--- src/rtl/qs_srt_pkg.sv ---
// ============================================================================
// Module : qs_srt_pkg
// Brief  : Shared types, opcode/cc encodings and helpers for the quicksort
//          sequencer microcode pipeline.
// Rev    : 1.0  initial release
// ============================================================================
`default_nettype none

package qs_srt_pkg;

    typedef logic [7:0]  pc_t;
    typedef logic [15:0] inst_t;

    localparam pc_t RESET_PC = 8'h00;

    // Microinstruction layout: [15:12] opcode, [9:8] cc, [7:0] target/imm
    localparam logic [3:0] OP_NOP  = 4'h0;
    localparam logic [3:0] OP_J    = 4'h1;
    localparam logic [3:0] OP_CALL = 4'h2;
    localparam logic [3:0] OP_RET  = 4'h3;
    localparam logic [3:0] OP_LD   = 4'h4;
    localparam logic [3:0] OP_ST   = 4'h5;
    localparam logic [3:0] OP_CMP  = 4'h6;
    localparam logic [3:0] OP_SWAP = 4'h7;

    typedef enum logic [1:0] {
        UNCOND = 2'b00,
        EQ     = 2'b01,
        GT     = 2'b10,
        LE     = 2'b11
    } cc_t;

    typedef enum logic [0:0] {
        ST_EMPTY = 1'b0,
        ST_FULL  = 1'b1
    } fetch_state_t;

    function automatic logic is_uncond_j(input inst_t inst);
        return (inst[15:12] == OP_J) && (inst[9:8] == UNCOND);
    endfunction

endpackage : qs_srt_pkg

`default_nettype wire

--- src/rtl/qs_srt_ucode_predecode.sv ---
// ============================================================================
// Module : qs_srt_ucode_predecode
// Brief  : Combinational pre-decode: flags an unconditional J and extracts
//          its target. Shared between fetch and execute.
// Rev    : 1.0  initial release
// ============================================================================
`default_nettype none

module qs_srt_ucode_predecode
    import qs_srt_pkg::*;
(
    input  inst_t inst,
    output logic  uncond_j,
    output pc_t   target
);

    assign uncond_j = is_uncond_j(inst);
    assign target   = inst[7:0];

endmodule : qs_srt_ucode_predecode

`default_nettype wire

--- src/rtl/qs_srt_ucode_fetch.sv ---
// ============================================================================
// Module : qs_srt_ucode_fetch
// Brief  : Microcode fetch stage: owns the PC, drives the control-store
//          address and holds one fetched instruction for execute.
//          Optional early-jump prediction: QS_SRT_FETCH_EARLY_JUMP_EN.
// Rev    : 1.0  initial release
// ============================================================================
`default_nettype none

module qs_srt_ucode_fetch #(
    parameter int          PC_W     = 8,
    parameter int          INST_W   = 16,
    parameter int unsigned RESET_PC = qs_srt_pkg::RESET_PC
) (
    input  logic              clk,
    input  logic              rst,
    output logic [PC_W-1:0]   rom_ra,
    input  logic [INST_W-1:0] rom_rout,
    output logic              fetch_vld_r,
    output logic [INST_W-1:0] fetch_inst_r,
    output logic [PC_W-1:0]   fetch_pc_r,
    output logic              fetch_jpred_r,
    input  logic              fetch_rdy,
    input  logic              redirect_vld,
    input  logic [PC_W-1:0]   redirect_pc
);

    import qs_srt_pkg::*;

    localparam logic [PC_W-1:0] c_reset_pc = PC_W'(RESET_PC);

    logic [PC_W-1:0] pc_r;
    logic [PC_W-1:0] w_pc_next_seq;
    logic            w_adv;
    logic            w_take_jump;
    fetch_state_t    state_r;
    fetch_state_t    w_state_next;

    assign rom_ra      = pc_r;
    assign fetch_vld_r = (state_r == ST_FULL);

`ifdef QS_SRT_FETCH_EARLY_JUMP_EN
    logic w_uncond_j;
    pc_t  w_jtarget;

    qs_srt_ucode_predecode u_predecode (
        .inst     (inst_t'(rom_rout)),
        .uncond_j (w_uncond_j),
        .target   (w_jtarget)
    );

    assign w_take_jump   = w_uncond_j;
    assign w_pc_next_seq = w_take_jump ? PC_W'(w_jtarget) : pc_r + 1'b1;

    logic jpred_r;
    always_ff @(posedge clk) begin
        if (rst) begin
            jpred_r <= 1'b0;
        end else if (redirect_vld) begin
            jpred_r <= 1'b0;
        end else if (w_adv) begin
            jpred_r <= w_take_jump;
        end
    end
    assign fetch_jpred_r = jpred_r;
`else
    assign w_take_jump   = 1'b0;
    assign w_pc_next_seq = pc_r + 1'b1;
    assign fetch_jpred_r = w_take_jump;
`endif

    // Stall keeps pc_r, so the ROM is simply re-read with the same address.
    always_comb begin
        w_adv        = !redirect_vld && ((state_r == ST_EMPTY) || fetch_rdy);
        w_state_next = state_r;
        if (redirect_vld) begin
            w_state_next = ST_EMPTY;
        end else if (w_adv) begin
            w_state_next = ST_FULL;
        end
    end

    always_ff @(posedge clk) begin
        if (rst) begin
            state_r <= ST_EMPTY;
        end else begin
            state_r <= w_state_next;
        end
    end

    always_ff @(posedge clk) begin
        if (rst) begin
            pc_r         <= c_reset_pc;
            fetch_inst_r <= '0;
            fetch_pc_r   <= '0;
        end else if (redirect_vld) begin
            pc_r <= redirect_pc;
        end else if (w_adv) begin
            fetch_inst_r <= rom_rout;
            fetch_pc_r   <= pc_r;
            pc_r         <= w_pc_next_seq;
        end
    end

endmodule : qs_srt_ucode_fetch

`default_nettype wire
--- config.mk ---
export PLATFORM = sky130hd
export DESIGN_NAME = qs_srt_ucode_fetch
export DESIGN_NICKNAME = d
export VERILOG_FILES = /design/src/rtl/qs_srt_pkg.sv /design/src/rtl/qs_srt_ucode_predecode.sv /design/src/rtl/qs_srt_ucode_fetch.sv
export SDC_FILE = /design/constraint.sdc
export NUM_CORES = 1
export LEC_CHECK = 0
export CAP_MARGIN = 10
export CORE_MARGIN = 3
export CORE_UTILIZATION = 53
export CTS_CLUSTER_SIZE = 28
export DETAILED_ROUTE_END_ITERATION = 16
export DONT_BUFFER_PORTS = 1
export HOLD_SLACK_MARGIN = 0.1
export PLACE_DENSITY = 0.68
export SYNTH_ARGS = -nofsm -noshare
export SYNTH_HDL_FRONTEND = slang
export SYNTH_SLANG_ARGS = --single-unit
--- constraint.sdc ---
create_clock -name clk -period 1.4 [get_ports clk]
set_input_delay 0.21 -clock clk [delete_from_list [all_inputs] [get_ports clk]]
set_output_delay 0.21 -clock clk [all_outputs]
set_load 0.02 [all_outputs]
Word level (Yosys, flattened, before mapping)
Cells that the tools add are included.
{"block": "totals", "out_inout_bits": 34, "input_bits": 28, "wordCells": 15, "regBits": 33}
{"block": "classes", "n_addsub": 1, "bitwise": 2, "muxes": 2, "reduce_logical": 6}
{"operator": "two-way mux 8 bit", "n": 2}
{"operator": "adder 8 x 1 -> 8 bit, second input constant", "n": 1}
{"operator": "NOT 1 bit", "n": 2}
{"operator": "AND reduction 2 bit", "n": 1}
{"operator": "nonzero test 2 bit", "n": 1}
{"operator": "OR reduction 2 bit", "n": 1}
{"operator": "logical AND 1 bit", "n": 1}
{"operator": "zero test 1 bit", "n": 1}
{"operator": "logical OR 1 bit", "n": 1}

Logic depth before layout (Yosys ltp)
{"block": "logic_depth", "depth_word": 5, "mapped_depth": 7, "ltp_nobuf": 4}

Worst setup path before layout
No wires, ideal clock.
{"block": "synth_path", "path_type": "register to register", "start": "register pc_r[2], in the netlist rom_ra[2]", "end": "register pc_r[7], in the netlist rom_ra[7]", "period_less_slack_ns": 1.435, "path_stages_with_launch": 5, "setup_time_ns": 0.079, "setup_slack_ns": -0.035, "required_time_ns": 1.321, "arrival_ns": 1.356, "n_path_buf": 0, "path_cell_list": "dfxtp_1 and4_1 nand4_1 or4_1 o211ai_1"}
{"block": "synth_between", "elab_chain_cells": 3}
{"element": "start: declaration", "line": "qs_srt_ucode_fetch.sv:32", "rtl": "logic [PC_W-1:0] pc_r;"}
{"element": "start signal: assignment", "line": "qs_srt_ucode_fetch.sv:93", "rtl": "pc_r <= c_reset_pc;"}
{"element": "start signal: assignment", "line": "qs_srt_ucode_fetch.sv:97", "rtl": "pc_r <= redirect_pc;"}
{"element": "start signal: assignment", "line": "qs_srt_ucode_fetch.sv:101", "rtl": "pc_r <= w_pc_next_seq;"}
{"element": "adder 8 x 1 -> 8 bit", "line": "qs_srt_ucode_fetch.sv:68", "rtl": "assign w_pc_next_seq = pc_r + 1'b1;"}
{"element": "two-way mux 8 bit", "line": "qs_srt_ucode_fetch.sv:98", "rtl": "end else if (w_adv) begin"}
{"element": "two-way mux 8 bit", "line": "qs_srt_ucode_fetch.sv:96", "rtl": "end else if (redirect_vld) begin"}
No other way between the ends. The select of a mux whose other input is x is not followed.
A chain may end at the register's enable or synchronous reset.

Final worst setup path
{"block": "layout_path", "start": "input redirect_vld", "end": "register pc_r[0], in the netlist rom_ra[0]"}
{"block": "layout_between", "elab_chain_cells": 3}
{"element": "start: declaration", "line": "qs_srt_ucode_fetch.sv:24", "rtl": "input logic redirect_vld,"}
{"element": "zero test 1 bit", "line": "qs_srt_ucode_fetch.sv:74", "rtl": "w_adv = !redirect_vld && ((state_r == ST_EMPTY) || fetch_rdy);"}
{"element": "logical AND 1 bit", "line": "qs_srt_ucode_fetch.sv:74"}
{"element": "nonzero test 2 bit (no source line)"}
Several ways; a longest one is shown, not always the timed one.

==> reports/metrics.cfg <==
[timing]
holdWs_ps=106.1
slew_viol_final=0
clock.fmax_mhz=762.4
hold_viol=0
fin_setup_tns_ps=0
setup_viol_count_final=0
fin_crit_ps=1312
finClkSkew_ps=13.30
period_share=0.9369
grt_setup_unrepaired=false

[worst_setup_path]
cp.arrival_ps=1540
reg2regPathDepth=4
max_stage_delay_ps=550
rrSetupSlack_ps=110
r2r_start=rom_ra[5]$_SDFFE_PP0P_
crit_chain=dlygate4sd3_1, nand2_1, dlygate4sd3_1, o21ai_0, nor2b_1
slowest_stage=dlygate4sd3_1
cp-end-kind=flip-flop
rr_endpoint=rom_ra[7]$_SDFFE_PP0P_
critical_path_class=in -> reg
start_kind=primary input
cp.required_ps=1630
crit_top_cell=dlygate4sd3_1
crit_fanout=6

[synthesis]
ys_ff_latch=33
synthesis.instances=161
ys_seq_area_frac=0.5019
synth.distinct_cells=29
syn_avg_cell_area_um2=8.176
syn_nets=190
ys_warn_count=0
syn_area_um2=1316

[place]
port_buffers=0
gp_congestion=0.9166
dp_hpwl_um=2106
placed_cell_area_um2=1388

[worst_hold_path]
hold_end=rom_ra[7]$_SDFFE_PP0P_
hold_depth=2
hp-class=in -> reg
holdCritStartpoint=redirect_pc[7]

[layout]
fin_util=0.7565
finalInstanceArea_um2=1722
regArea_um2=665.6
final_nets=224
drive_gt1_frac=0.1531
layout_commonest_cell=nand2_1
multi_input_area_um2=590.6
layout_common_cells=nand2_1 (51), dfxtp_1 (29), a21oi_1 (25), dlygate4sd3_1 (25), buf_4 (14)
antennaDiodeCount=0
fillCellCount=165
area_growth_pct=30.80

[clock_network]
cts_tree=yes
clock_latency_ps=340
cts.path.max_buffers=2
cts_buffers=5
clock-sinks=33
cts_root_buffer=clkbuf_4
h-tree-depth=2
path_clk_slew_ps=90

[run]
cap_violations=0

[grt]
grt_pass1_wl_um=5589
antenna_found_initial=0
grt_overflow=0
first_global_vias=1176
grt_start_max_net_pins=36
track_usage=0.2288

[detailed_routing]
drtPass1Iterations=4
drtIter0Drc=120
drt_wl_total_um=3331
vias_per_cell=5.482
routedWlPerCell_um=14.87
drc_errors=0
vias=1228
ant_nets=0

[floorplan]
dieWidth_um=55.84
io_pins=62
chipHeight_um=55.84
core_area_um2=2276
rows=17
start_util=0.5783
die_area_um2=3118

[outcome]
status=complete, no violations

[power_and_ir_drop]
total_power_w=0.001860
peakVddDrop_mv=0.9514
p_per_area_nw_per_um2=1080
p_leak_nw=0.6765

==> synthesized netlist by cell type <==
cell type  number  area, µm²
and4_1          1      8.760
nor3_1          1      5.000
xnor2_1         1      8.760
inv_1           1      3.750
buf_6           1      11.26
nand3_1         2      10.01
nor3b_1         2      15.01
o211ai_1        1      7.510
a211oi_1        5      37.54
clkbuf_1        5      18.77
conb_1          1      3.750
a21oi_1        25      125.1
buf_2           4      20.02
a221oi_1        2      17.52
xor2_1          4      35.03
mux2i_1         1      10.01
and4_2          1      10.01
dfxtp_1        33      660.6
nand2b_1        1      6.260
o21ai_0         1      5.000
nor2b_1         1      6.260
buf_4           3      22.52
nand4_1         3      18.77
or4_1           1      7.510
ha_1            1      12.51
and2_1          1      6.260
nand4b_1        1      8.760
nor2_1          6      22.52
nand2_1        51      191.4
==> routing by layer <==
layer | vias to the layer above | GRT usage | share of wire
li1 | 603 | - | -
met1 | 559 | 0.2727 | 0.42
met2 | 58 | 0.3649 | 0.46
met3 | 8 | 0.1067 | 0.11
met4 | 0 | 0.07458 | 0.015
met5 | - | 0 | 0
==> state kept, by name, indices dropped and copies added, names as in the netlist <==
register      count
fetch_inst_r     16
fetch_pc_r        8
fetch_vld_r       1
rom_ra            8
==> through the flow <==
step           std cells  setup WS (ps)
2_1_floorplan        161          20.87
3_3_place_gp         190          158.9
3_5_place_dp         190          105.3
4_1_cts              222          80.19
5_1_grt              224          19.29
6_report             224          88.39
==> cell type report <==
| cell class | instances | area share |
|---|---|---|
| clock buffers | 6 | 0.02398 |
| clock inverters | 2 | 0.005814 |
| inverters | 1 | 0.002180 |
| multi-input cells | 114 | 0.3430 |
| flip-flops and latches | 33 | 0.3866 |
| well taps | 28 | 0.02035 |
| repair buffers | 40 | 0.2180 |
==> report_power, final <==
group / leakage, nW / internal, W / switching (W)
sequential: 0.273 / 0.000995 / 0.0000873
clock: 0.0320 / 0.000191 / 0.000307
combinational: 0.372 / 0.000135 / 0.000145
total: 0.676 / 0.00132 / 0.000539
==> critical path: cells and delay by family <==
kind,cells,cell delay (ps)
buf+inv,2,1080
simple gates,2,190
compound gates,1,70
==> kinds of logic (layout without fill, tap and decap cells) <==
group | after synthesis | count (layout) | synth area share
DFF | 33 | 33 | 0.5019
AOI/OAI and AO/OA | 34 | 34 | 0.1464
other | 1 | 1 | 0.002849
buffers and inverters | 14 | 49 | 0.05798
adders and majority gates | 1 | 1 | 0.009504
and+or+nand+nor | 72 | 72 | 0.2405
xor gates and xnor gates | 5 | 5 | 0.03327
muxes | 1 | 1 | 0.007605
==> worst max path at each step <==
stage / start / to / cells after the start
after floorplan: rom_ra[5]$_SDFFE_PP0P_ / rom_ra[7]$_SDFFE_PP0P_ / 4
after global placement: fetch_vld_r$_SDFFE_PP0P_ / rom_ra[3]$_SDFFE_PP0P_ / 5
after detailed placement: fetch_vld_r$_SDFFE_PP0P_ / rom_ra[3]$_SDFFE_PP0P_ / 5
after CTS: fetch_vld_r$_SDFFE_PP0P_ / rom_ra[3]$_SDFFE_PP0P_ / 5
after global routing: rom_ra[5]$_SDFFE_PP0P_ / rom_ra[7]$_SDFFE_PP0P_ / 4
final: redirect_vld / rom_ra[0]$_SDFFE_PP0P_ / 5
==> timing repair <==
action                     in CTS  in global routing
hold endpoints to repair       33                  1
setup buffers                   0                  0
setup endpoints to repair       0                  8
hold buffers                   24                  2
resized for setup               0                  4
No activity file was read; power rests on OpenSTA's default activity.
